--- src/rtl/sdram_access_arbiter.sv ---
// Arbitrates one SDRAM command port between reader (priority) and writer, one burst in flight.
// Grant/cmd one edge after req; cmd held until mem_cmd_ready; requests ignored until burst done.
module sdram_access_arbiter #(
  parameter int ADDR_WIDTH      = 21,
  parameter int WR_STARVE_LIMIT = 4,
  parameter int LOG_LEVEL       = 2
) (
  input  logic                  clk,
  input  logic                  reset,
  input  logic                  rd_req,
  input  logic [ADDR_WIDTH-1:0] rd_addr,
  output logic                  rd_gnt,
  output logic                  rd_done,
  input  logic                  wr_req,
  input  logic [ADDR_WIDTH-1:0] wr_addr,
  output logic                  wr_gnt,
  output logic                  wr_done,
  output logic                  mem_cmd_valid,
  input  logic                  mem_cmd_ready,
  output logic                  mem_cmd_we,
  output logic [ADDR_WIDTH-1:0] mem_cmd_addr,
  input  logic                  mem_done,
  output logic                  busy
);

  localparam int CNT_W = (WR_STARVE_LIMIT < 1) ? 1 : $clog2(WR_STARVE_LIMIT + 1);
  localparam logic [CNT_W-1:0] STARVE_MAX = CNT_W'(WR_STARVE_LIMIT);

  typedef enum logic [1:0] {IDLE, ISSUE, WAIT_DONE} state_t;

  state_t           state;
  logic [CNT_W-1:0] starve_cnt;
  logic             owner_wr;
  logic             pick_wr;
  logic             unused_log;

  assign unused_log = (LOG_LEVEL > 0);

  // Writer wins a contested slot only once the reader has used up its allowance.
  assign pick_wr = wr_req && (!rd_req || (starve_cnt == STARVE_MAX));

  always_ff @(posedge clk or posedge reset) begin
    if (reset) begin
      state         <= IDLE;
      starve_cnt    <= '0;
      owner_wr      <= 1'b0;
      rd_gnt        <= 1'b0;
      wr_gnt        <= 1'b0;
      rd_done       <= 1'b0;
      wr_done       <= 1'b0;
      mem_cmd_valid <= 1'b0;
      mem_cmd_we    <= 1'b0;
      mem_cmd_addr  <= '0;
      busy          <= 1'b0;
    end else begin
      rd_gnt  <= 1'b0;
      wr_gnt  <= 1'b0;
      rd_done <= 1'b0;
      wr_done <= 1'b0;
      case (state)
        IDLE: begin
          if (rd_req || wr_req) begin
            owner_wr      <= pick_wr;
            mem_cmd_valid <= 1'b1;
            mem_cmd_we    <= pick_wr;
            mem_cmd_addr  <= pick_wr ? wr_addr : rd_addr;
            rd_gnt        <= !pick_wr;
            wr_gnt        <= pick_wr;
            busy          <= 1'b1;
            state         <= ISSUE;
            if (pick_wr || !wr_req)
              starve_cnt <= '0;
            else if (starve_cnt != STARVE_MAX)
              starve_cnt <= starve_cnt + 1'b1;
          end
        end
        ISSUE: begin
          if (mem_cmd_valid && mem_cmd_ready) begin
            mem_cmd_valid <= 1'b0;
            state         <= WAIT_DONE;
          end
        end
        WAIT_DONE: begin
          if (mem_done) begin
            rd_done <= !owner_wr;
            wr_done <= owner_wr;
            busy    <= 1'b0;
            state   <= IDLE;
          end
        end
        default: begin
          mem_cmd_valid <= 1'b0;
          busy          <= 1'b0;
          state         <= IDLE;
        end
      endcase
    end
  end

endmodule

--- config.mk ---
export PLATFORM = sky130hd
export DESIGN_NAME = sdram_access_arbiter
export DESIGN_NICKNAME = d
export VERILOG_FILES = /design/src/rtl/sdram_access_arbiter.sv
export SDC_FILE = /design/constraint.sdc
export NUM_CORES = 1
export LEC_CHECK = 0
export CAP_MARGIN = 20
export CELL_PAD_IN_SITES_DETAIL_PLACEMENT = 2
export CELL_PAD_IN_SITES_GLOBAL_PLACEMENT = 2
export CORE_ASPECT_RATIO = 1.75
export CORE_UTILIZATION = 26
export CTS_BUF_LIST = sky130_fd_sc_hd__clkbuf_4 sky130_fd_sc_hd__clkbuf_8
export DETAILED_ROUTE_END_ITERATION = 16
export GPL_TIMING_DRIVEN = 0
export PLACE_DENSITY = 0.95
export SLEW_MARGIN = 15
export SYNTH_ARGS = -nofsm -noshare
export SYNTH_HDL_FRONTEND = slang
export SYNTH_SLANG_ARGS = --single-unit
--- constraint.sdc ---
create_clock -name clk -period 4.7 [get_ports clk]
set_input_delay 0.94 -clock clk [delete_from_list [all_inputs] [get_ports clk]]
set_output_delay 0.94 -clock clk [all_outputs]
set_load 0.03 [all_outputs]
==> impl_metrics.json, run 1 <==
{
  "synthAdderAreaFrac": 0.0167,
  "path_class": "in -> reg",
  "antenna_found_initial": 0,
  "outcome": "finished, final reports clean",
  "vias": 1360,
  "grt_pass1_wl_um": 8070,
  "die_y_um": 102,
  "min_from": "owner_wr$_DFFE_PP0P_",
  "most-common-layout-cells": "clkdlybuf4s50_1 (75), dfrtp_1 (33), a21boi_0 (21), a221o_1 (21), nand2_1 (6)",
  "fin_tns_setup_ns": 0,
  "critPathLaunchType": "primary input",
  "fin_crit_ns": 2.42,
  "clk_latency_ns": 0.29,
  "drv_slew": 0,
  "synth-compound-area-share": 0.309,
  "die_area_um2": 6080,
  "synth-edff-count": 0,
  "worstMarginPinSlew_ns": 0.718,
  "pre_cts_slack_ns": 1.98,
  "final_antenna_net_count": 0,
  "drtIter0Drc": 44,
  "cap_violations": 0,
  "clk_pin_slew_ns": 0.07,
  "max_freq_ghz": 0.413,
  "worst_ep_arrival_time_ns": 2.58,
  "avgSynthCellArea_um2": 12.3,
  "post-route-period-util": 0.516,
  "slowest_delay_ns": 0.56,
  "numCtsBuffers": 5,
  "layout_commonest_cell": "clkdlybuf4s50_1",
  "grt_start_max_net_pins": 34,
  "crit_path_end_kind": "flip-flop",
  "gr-usage-all-layers": 0.182,
  "core-area_um2": 5540,
  "port-buffer-count": 75,
  "finalSetupViolations": 0,
  "clock-root-buffer": "clkbuf_8",
  "crit_slowest_cell": "clkdlybuf4s50_1",
  "finalClockSkew_ns": 0.00895,
  "place_congestion": 0.683,
  "finalHoldViolations": 0,
  "start_util": 0.270,
  "area_growth_pct": 62.2,
  "grt_overflow": 0,
  "ctsHoldBuffers": 0,
  "diodes": 0,
  "hold_path_depth": 1,
  "ir_worst_vdd_mv": 0.278,
  "post-route-drc-count": 0,
  "r2r-end": "mem_cmd_addr[20]$_DFFE_PP0P_",
  "wl_per_cell_um": 17.9,
  "fillCellCount": 589,
  "syn_nets": 172,
  "critPathRequiredTime_ns": 4.85,
  "timing.rr.start": "starve_cnt[0]$_DFFE_PP0P_",
  "slew_headroom": 0.520,
  "fin_nets": 254,
  "die_x_um": 59.4,
  "dominantRegCellSynth": "dfrtp_1",
  "synth.distinct_cells": 25,
  "boundaryPins": 76,
  "synthXorXnorAreaFrac": 0,
  "grt_pass1_vias": 1619,
  "path_cells": "clkdlybuf4s50_1, or2_2, clkbuf_1, a21boi_0, a221o_1",
  "yosysWarnings": 0,
  "rsz0062_at_grt": "no",
  "yosysSeqAreaShare": 0.551,
  "cts_resized": 0,
  "rrSetupSlack_ns": 2.88,
  "post_cts_buffers": 0,
  "synth_top_family_by_area": "compound AO/OA/AOI/OAI gates",
  "hold_path.class": "reg -> reg",
  "layout_setup_ws_ns": 2.28,
  "cts_tree": "built",
  "dp_hpwl_um": 3780,
  "synth_area_um2": 1500,
  "yosys_register_bits": 33,
  "synth_cells": 122,
  "drt_wl_total_um": 5030,
  "cp_max_fo": 10,
  "htree_levels": 2,
  "leakage_nw": 1.01,
  "reg2reg_depth": 7,
  "synthSimpleGateAreaFrac": 0.0652,
  "drive_gt1_frac": 0.0927,
  "clockBufferDepth": 2,
  "clock-sinks": 33,
  "num_rows": 36,
  "vias_per_cell": 4.84,
  "drt_pre_antenna_iters": 4,
  "holdPathEnd": "rd_done$_DFF_PP0_",
  "synthArstFlopShare": 1.00,
  "powerDensity_nw_per_um2": 643,
  "muxShareOfSynthArea": 0
}
## area by class of cell
cell class                 instances  area, um^2  area share
buffer                            10        63.8      0.0263
clock buffer                       5        68.8      0.0283
clock inverter                     3        17.5     0.00721
inverter                           6        22.5     0.00927
multi-input combinational         73         586       0.241
sequential                        33         826       0.340
tap                               76        95.1      0.0391
timing repair buffer              75         751       0.309
## per-layer routing
layer	global-route usage	routed length [um]
met5	0	0
met4	0.0696	76
met3	0.0443	213
met2	0.343	2890
met1	0.184	1850
## synthesized netlist by cell type (2+ instances only)
cell	number	share of area
buf_6	3	0.023
clkbuf_1	4	0.010
buf_2	3	0.010
a221o_1	21	0.14
o2bb2ai_1	3	0.018
inv_1	6	0.015
a21oi_1	3	0.010
nand3_1	3	0.010
dfrtp_1	33	0.55
nor4b_1	2	0.012
nand2_1	6	0.015
a21boi_0	21	0.11
ha_1	2	0.017
## state kept, by name (all words and copies together) (netlist names)
signal	flops
busy	1
mem_cmd_addr	21
mem_cmd_valid	1
owner_wr	1
rd_done	1
rd_gnt	1
starve_cnt	3
state	2
wr_done	1
wr_gnt	1
## cells by family after synthesis
logic type	Yosys count
AOI/OAI and AO/OA	54
DFF	33
and+or+nand+nor	17
buffers and inverters	16
adders and majority gates	2
## stage by stage
step           std cells  total power [mW]  hold slack (ns)   util  area (um^2)
4_1_cts              281              1.59            0.496  0.439         2430
3_5_place_dp         273              1.37            0.473  0.423         2340
5_1_grt              281              1.67            0.511  0.439         2430
6_report             281              1.56            0.488  0.439         2430
2_1_floorplan        122             0.998            0.481      -         1500
3_3_place_gp         273              1.33            0.478  0.423         2340
## power breakdown
group          internal, mW  switching, mW  leakage [nW]
Sequential            0.408         0.0782         0.414
Combinational         0.391          0.472         0.552
Clock                 0.102          0.110        0.0439
Total                 0.902          0.660          1.01
## worst max-delay path by stage
stage                 from                           end  slack [ns]  cells after the start
finish              wr_req  mem_cmd_addr[20]$_DFFE_PP0P_        2.28                      5
global route        wr_req  mem_cmd_addr[20]$_DFFE_PP0P_        2.16                      5
global placement    wr_req  mem_cmd_addr[13]$_DFFE_PP0P_        2.03                      5
detailed placement  wr_req  mem_cmd_addr[20]$_DFFE_PP0P_        1.98                      5
CTS                 wr_req  mem_cmd_addr[20]$_DFFE_PP0P_        2.25                      5
floorplan           rd_req   mem_cmd_addr[0]$_DFFE_PP0P_        2.72                      5
## worst max-delay path, delay by kind of cell
| family | cells | cell delay, ns |
|---|---|---|
| and+or+nand+nor | 1 | 0.21 |
| AOI/OAI and AO/OA | 2 | 0.51 |
| buffers and inverters | 2 | 0.91 |
(Power assumes the default switching activity.)
==> run 2, diff against run 1 <==
--- a/config.mk
+++ b/config.mk
@@ -9,11 +9,11 @@
 export CELL_PAD_IN_SITES_DETAIL_PLACEMENT = 2
 export CELL_PAD_IN_SITES_GLOBAL_PLACEMENT = 2
 export CORE_ASPECT_RATIO = 1.75
-export CORE_UTILIZATION = 26
+export CORE_UTILIZATION = 22
 export CTS_BUF_LIST = sky130_fd_sc_hd__clkbuf_4 sky130_fd_sc_hd__clkbuf_8
 export DETAILED_ROUTE_END_ITERATION = 16
 export GPL_TIMING_DRIVEN = 0
-export PLACE_DENSITY = 0.95
+export PLACE_DENSITY = 0.88
 export SLEW_MARGIN = 15
 export SYNTH_ARGS = -nofsm -noshare
 export SYNTH_HDL_FRONTEND = slang
==> constraint.sdc (replaced) <==
create_clock -name clk -period 2.09 [get_ports clk]
set_input_delay 0.418 -clock clk [delete_from_list [all_inputs] [get_ports clk]]
set_output_delay 0.418 -clock clk [all_outputs]
set_load 0.03 [all_outputs]
==> run 2 against run 1 <==
Routed wire length shrank 0.52%. Via count grew 1.6%. Clock power grew 140%. Combinational power grew 120%. Non-clock buffer count is the same. Final cell count grew 1.8%. Critical path depth is the same. First-iteration DRC count shrank 30%. Worst setup slack lost 2.1 ns. Sequential cell count is the same. Total power grew 130%. Largest cell class unchanged. Largest power group unchanged. Highest routed layer unchanged.
==> impl_metrics.json, run 2 (synthesized netlist as in run 1, its figures left out) <==
{
  "area_growth_pct": 63.0,
  "drt_wl_total_um": 5010,
  "boundaryPins": 76,
  "worstMarginPinSlew_ns": 0.725,
  "ctsHoldBuffers": 0,
  "fin_cells": 286,
  "place_congestion": 0.785,
  "path_class": "in -> reg",
  "fin_tns_setup_ns": 0,
  "timing.rr.start": "starve_cnt[0]$_DFFE_PP0P_",
  "critPathLaunch": "wr_req",
  "port-buffer-count": 75,
  "regMostFlops": "mem_cmd_addr",
  "cts_tree": "built",
  "powerDensity_nw_per_um2": 1440,
  "fin_crit_ns": 1.90,
  "gr-usage-all-layers": 0.152,
  "final_antenna_net_count": 0,
  "clock-root-buffer": "clkbuf_8",
  "layout_setup_ws_ns": 0.187,
  "ir_worst_vdd_mv": 0.457,
  "reg2reg_depth": 7,
  "die_x_um": 64.4,
  "clockBufferDepth": 2,
  "most-common-layout-cells": "clkdlybuf4s50_1 (75), dfrtp_1 (33), a21boi_0 (21), a221o_1 (21)",
  "worst_ep_arrival_time_ns": 2.07,
  "grt_pass1_vias": 1623,
  "top_regs": "mem_cmd_addr: 21 flops, starve_cnt: 3 flops, state: 2 flops",
  "outcome": "finished, final reports clean",
  "post_cts_buffers": 0,
  "rsz0062_at_grt": "no",
  "crit_path_end_kind": "flip-flop",
  "finalSetupViolations": 0,
  "r2r-end": "mem_cmd_addr[4]$_DFFE_PP0P_",
  "dp_hpwl_um": 3730,
  "die_y_um": 111,
  "drt_pre_antenna_iters": 4,
  "cts_resized": 0,
  "antenna_found_initial": 0,
  "critPathRequiredTime_ns": 2.26,
  "rrSetupSlack_ns": 0.32,
  "fin_nets": 254,
  "drv_slew": 0,
  "critPathLaunchType": "primary input",
  "power_mw": 3.52,
  "pre_cts_slack_ns": -0.128,
  "cp_max_fo": 10,
  "holdPathEnd": "rd_done$_DFF_PP0_",
  "clock-sinks": 33,
  "start_util": 0.229,
  "htree_levels": 2,
  "vias": 1382,
  "layout_commonest_cell": "clkdlybuf4s50_1",
  "num_rows": 39,
  "finalClockSkew_ns": 0.00721,
  "vias_per_cell": 4.83,
  "drive_gt1_frac": 0.0882,
  "diodes": 0,
  "dp.cells": 279,
  "post-route-drc-count": 0,
  "grt_pass1_wl_um": 8280,
  "largest_reg_flops": 21,
  "drtIter0Drc": 31,
  "numCtsBuffers": 5,
  "grt_start_max_net_pins": 34,
  "grt_overflow": 0,
  "design_area_um2": 2440,
  "clk_latency_ns": 0.28,
  "placed_cell_area_um2": 2350,
  "core-area_um2": 6540,
  "finalHoldViolations": 0,
  "clk_pin_slew_ns": 0.07,
  "die_area_um2": 7150,
  "hold_path.class": "reg -> reg",
  "wl_per_cell_um": 17.5,
  "hold_path_depth": 1,
  "cap_violations": 0,
  "post-route-period-util": 0.910,
  "max_freq_ghz": 0.526,
  "slew_headroom": 0.516,
  "leakage_nw": 1.01,
  "min_from": "owner_wr$_DFFE_PP0P_"
}
[run 2: changes by cell type in the layout (fill, tap and decap cells not counted)]
cell | before | now
clkinv_2 | 2 | 0
clkinvlp_4 | 1 | 0
clkbuf_4 | 0 | 1
clkbuf_8 | 5 | 6
[run 2: area by class of cell]
cell class | instances | area (um^2)
repair buffers | 75 | 751
fillers | 714 | 4100
multi-input cells | 73 | 586
well taps | 82 | 103
plain buffers | 10 | 63.8
flip-flops and latches | 33 | 826
clock buffers | 7 | 90.1
inverters | 6 | 22.5
[run 2: power breakdown]
group / total (mW) / switching (mW) / internal (mW) / leakage [nW]
logic: 1.94 / 1.06 / 0.881 / 0.552
clock network: 0.502 / 0.228 / 0.274 / 0.0477
registers: 1.08 / 0.165 / 0.918 / 0.414
[run 2: metal layers]
metal | routed length (um) | track usage
met5 | 0 | 0
met4 | 188 | 0.0667
met3 | 251 | 0.0370
met2 | 2830 | 0.277
met1 | 1740 | 0.158
[run 2: worst max path at each step]
| stage | slack, ns | depth (start not counted) | to |
|---|---|---|---|
| 2_1_floorplan | 0.46 | 7 | mem_cmd_addr[0]$_DFFE_PP0P_ |
| 3_3_place_gp | -0.09 | 5 | mem_cmd_addr[13]$_DFFE_PP0P_ |
| 3_5_place_dp | -0.13 | 5 | mem_cmd_addr[11]$_DFFE_PP0P_ |
| 4_1_cts | 0.15 | 5 | mem_cmd_addr[1]$_DFFE_PP0P_ |
| 5_1_grt | 0.06 | 5 | mem_cmd_addr[13]$_DFFE_PP0P_ |
| 6_report | 0.19 | 5 | mem_cmd_addr[11]$_DFFE_PP0P_ |
[run 2: worst max-delay path, cell delays in order]
cell,delay [ns]
clkdlybuf4s50_1,0.57
or2_2,0.22
clkbuf_1,0.38
a21boi_0,0.18
a221o_1,0.30
[run 2: per-stage QoR]
step                      hold slack, ns   util
final                              0.492  0.373
after global placement             0.481  0.360
after CTS                          0.505  0.373
after floorplan                    0.481      -
after global routing               0.536  0.373
after detailed placement           0.496  0.360
==> run 3, diff against run 2 <==
--- a/config.mk
+++ b/config.mk
@@ -8,13 +8,13 @@
 export CAP_MARGIN = 20
 export CELL_PAD_IN_SITES_DETAIL_PLACEMENT = 2
 export CELL_PAD_IN_SITES_GLOBAL_PLACEMENT = 2
-export CORE_ASPECT_RATIO = 1.75
+export CORE_ASPECT_RATIO = 1.1
 export CORE_UTILIZATION = 22
 export CTS_BUF_LIST = sky130_fd_sc_hd__clkbuf_4 sky130_fd_sc_hd__clkbuf_8
 export DETAILED_ROUTE_END_ITERATION = 16
 export GPL_TIMING_DRIVEN = 0
 export PLACE_DENSITY = 0.88
-export SLEW_MARGIN = 15
+export SLEW_MARGIN = 20
 export SYNTH_ARGS = -nofsm -noshare
 export SYNTH_HDL_FRONTEND = slang
 export SYNTH_SLANG_ARGS = --single-unit
==> run 3 against run 2 <==
Maximum frequency grew 1.0%. Critical path depth is the same. Combinational power is essentially flat. Sequential cell count is the same. Non-clock buffer count is the same. Final area shrank 0.15%. Clock power shrank 3%. Final cell count grew 0.35%. Critical path type unchanged. Utilization shrank 0.37 points. Register-to-register slack lost 0.04 ns. First-iteration DRC count grew to 2.5 times the previous value.
==> impl_metrics.json, run 3 (synthesized netlist as in run 1, its figures left out) <==
{
  "design_area_um2": 2440,
  "finalSetupViolations": 0,
  "fin_nets": 254,
  "fillCellCount": 722,
  "most-common-layout-cells": "clkdlybuf4s50_1 (75), dfrtp_1 (33), a21boi_0 (21), a221o_1 (21), nand2_1 (6)",
  "post-route-period-util": 0.901,
  "critPathRequiredTime_ns": 2.25,
  "post-route-drc-count": 0,
  "port-buffer-count": 75,
  "critPathLaunchType": "primary input",
  "area_growth_pct": 62.7,
  "drive_gt1_frac": 0.0927,
  "cts_tree": "built",
  "holdWs_ns": 0.506,
  "clockBufferDepth": 2,
  "hold_path.class": "reg -> reg",
  "numCtsBuffers": 5,
  "cts_resized": 0,
  "vias": 1369,
  "die_y_um": 88.5,
  "path_cells": "clkdlybuf4s50_1, or2_2, clkbuf_1, a21boi_0, a221o_1",
  "ctsHoldBuffers": 0,
  "die_area_um2": 7140,
  "crit_family": "buffers and inverters",
  "placed_cell_area_um2": 2350,
  "rsz0062_at_grt": "no",
  "cap_violations": 0,
  "clk_pin_slew_ns": 0.08,
  "final_core_util": 0.370,
  "num_rows": 31,
  "place_congestion": 0.681,
  "gr-usage-all-layers": 0.155,
  "outcome": "finished, final reports clean",
  "drtIter0Drc": 79,
  "clock-root-buffer": "clkbuf_8",
  "antenna_found_initial": 0,
  "dp_hpwl_um": 3740,
  "regMostFlops": "mem_cmd_addr",
  "grt_start_max_net_pins": 34,
  "drt_pre_antenna_iters": 4,
  "worstMarginPinSlew_ns": 0.724,
  "leakage_nw": 1.01,
  "htree_levels": 2,
  "slew_headroom": 0.516,
  "finalClockSkew_ns": 0.00976,
  "path_class": "in -> reg",
  "largest_reg_flops": 21,
  "crit_slowest_cell": "clkdlybuf4s50_1",
  "dp.cells": 279,
  "die_x_um": 80.7,
  "grt_overflow": 0,
  "slowest_delay_ns": 0.58,
  "final_antenna_net_count": 0,
  "powerDensity_nw_per_um2": 1450,
  "clk_latency_ns": 0.29,
  "diodes": 0,
  "path_buf_inv": 2,
  "clock-sinks": 33,
  "start_util": 0.227,
  "drv_slew": 0,
  "post_cts_buffers": 0,
  "ir_worst_vdd_mv": 0.536,
  "vias_per_cell": 4.77,
  "fin_crit_ns": 1.88,
  "grt_pass1_wl_um": 8100,
  "max_freq_ghz": 0.531,
  "drt_wl_total_um": 4990,
  "wl_per_cell_um": 17.4,
  "cp_max_fo": 10,
  "crit_path_end_kind": "flip-flop",
  "layout_commonest_cell": "clkdlybuf4s50_1",
  "top_regs": "mem_cmd_addr: 21 flops, starve_cnt: 3 flops, state: 2 flops",
  "grt_pass1_vias": 1559,
  "core-area_um2": 6590,
  "finalHoldViolations": 0,
  "boundaryPins": 76,
  "worst_ep_arrival_time_ns": 2.05,
  "fin_cells": 287
}
run 3: changes by cell type in the layout (fill, tap and decap cells not counted), sizes merged:
cell and change:
clkinv +2, clkbuf -1
run 3: cell type report:
class	instances	area (um^2)	share of cell area
sequential	33	826	0.339
timing repair buffer	75	751	0.308
multi-input combinational	73	586	0.240
buffer	10	63.8	0.0262
clock inverter	2	10.0	0.00411
clock buffer	6	76.3	0.0313
inverter	6	22.5	0.00924
tap	82	103	0.0421
run 3: metrics by stage:
| stage | setup TNS, ns | power (mW) | worst slack [ns] |
|---|---|---|---|
| 2_1_floorplan | 0 | 2.24 | 0.457 |
| 3_3_place_gp | -0.499 | 3.00 | -0.0579 |
| 3_5_place_dp | -0.795 | 3.07 | -0.0863 |
| 4_1_cts | 0 | 3.59 | 0.197 |
| 5_1_grt | 0 | 3.74 | 0.118 |
| 6_report | 0 | 3.53 | 0.206 |
run 3: path summary, 6_finish.rpt:
kind | startpoint | to | slack (ns) | depth (start not counted)
hold / removal | owner_wr$_DFFE_PP0P_ | rd_done$_DFF_PP0_ | 0.51 | 1
setup reg to reg | starve_cnt[0]$_DFFE_PP0P_ | mem_cmd_addr[2]$_DFFE_PP0P_ | 0.28 | 7
setup / recovery | wr_req | mem_cmd_addr[14]$_DFFE_PP0P_ | 0.21 | 5
max in group asynchronous | reset | mem_cmd_addr[0]$_DFFE_PP0P_ | 1.05 | 2
min in group asynchronous | reset | mem_cmd_addr[12]$_DFFE_PP0P_ | 0.57 | 2
hold reg to reg | owner_wr$_DFFE_PP0P_ | rd_done$_DFF_PP0_ | 0.51 | 1
run 3: routing by layer:
metal | vias to the layer above | wire, um | track usage
met1 | 686 | 2120 | 0.188
met2 | 44 | 2510 | 0.260
li1 | 630 | - | -
met4 | 0 | 119 | 0.0617
met3 | 9 | 236 | 0.0423
met5 | - | 0 | 0
run 3: where the power goes:
part / switching (mW) / leakage, nW / internal (mW)
Sequential: 0.180 / 0.414 / 0.918
Clock: 0.243 / 0.0484 / 0.244
Combinational: 1.06 / 0.552 / 0.879
Total: 1.49 / 1.01 / 2.04
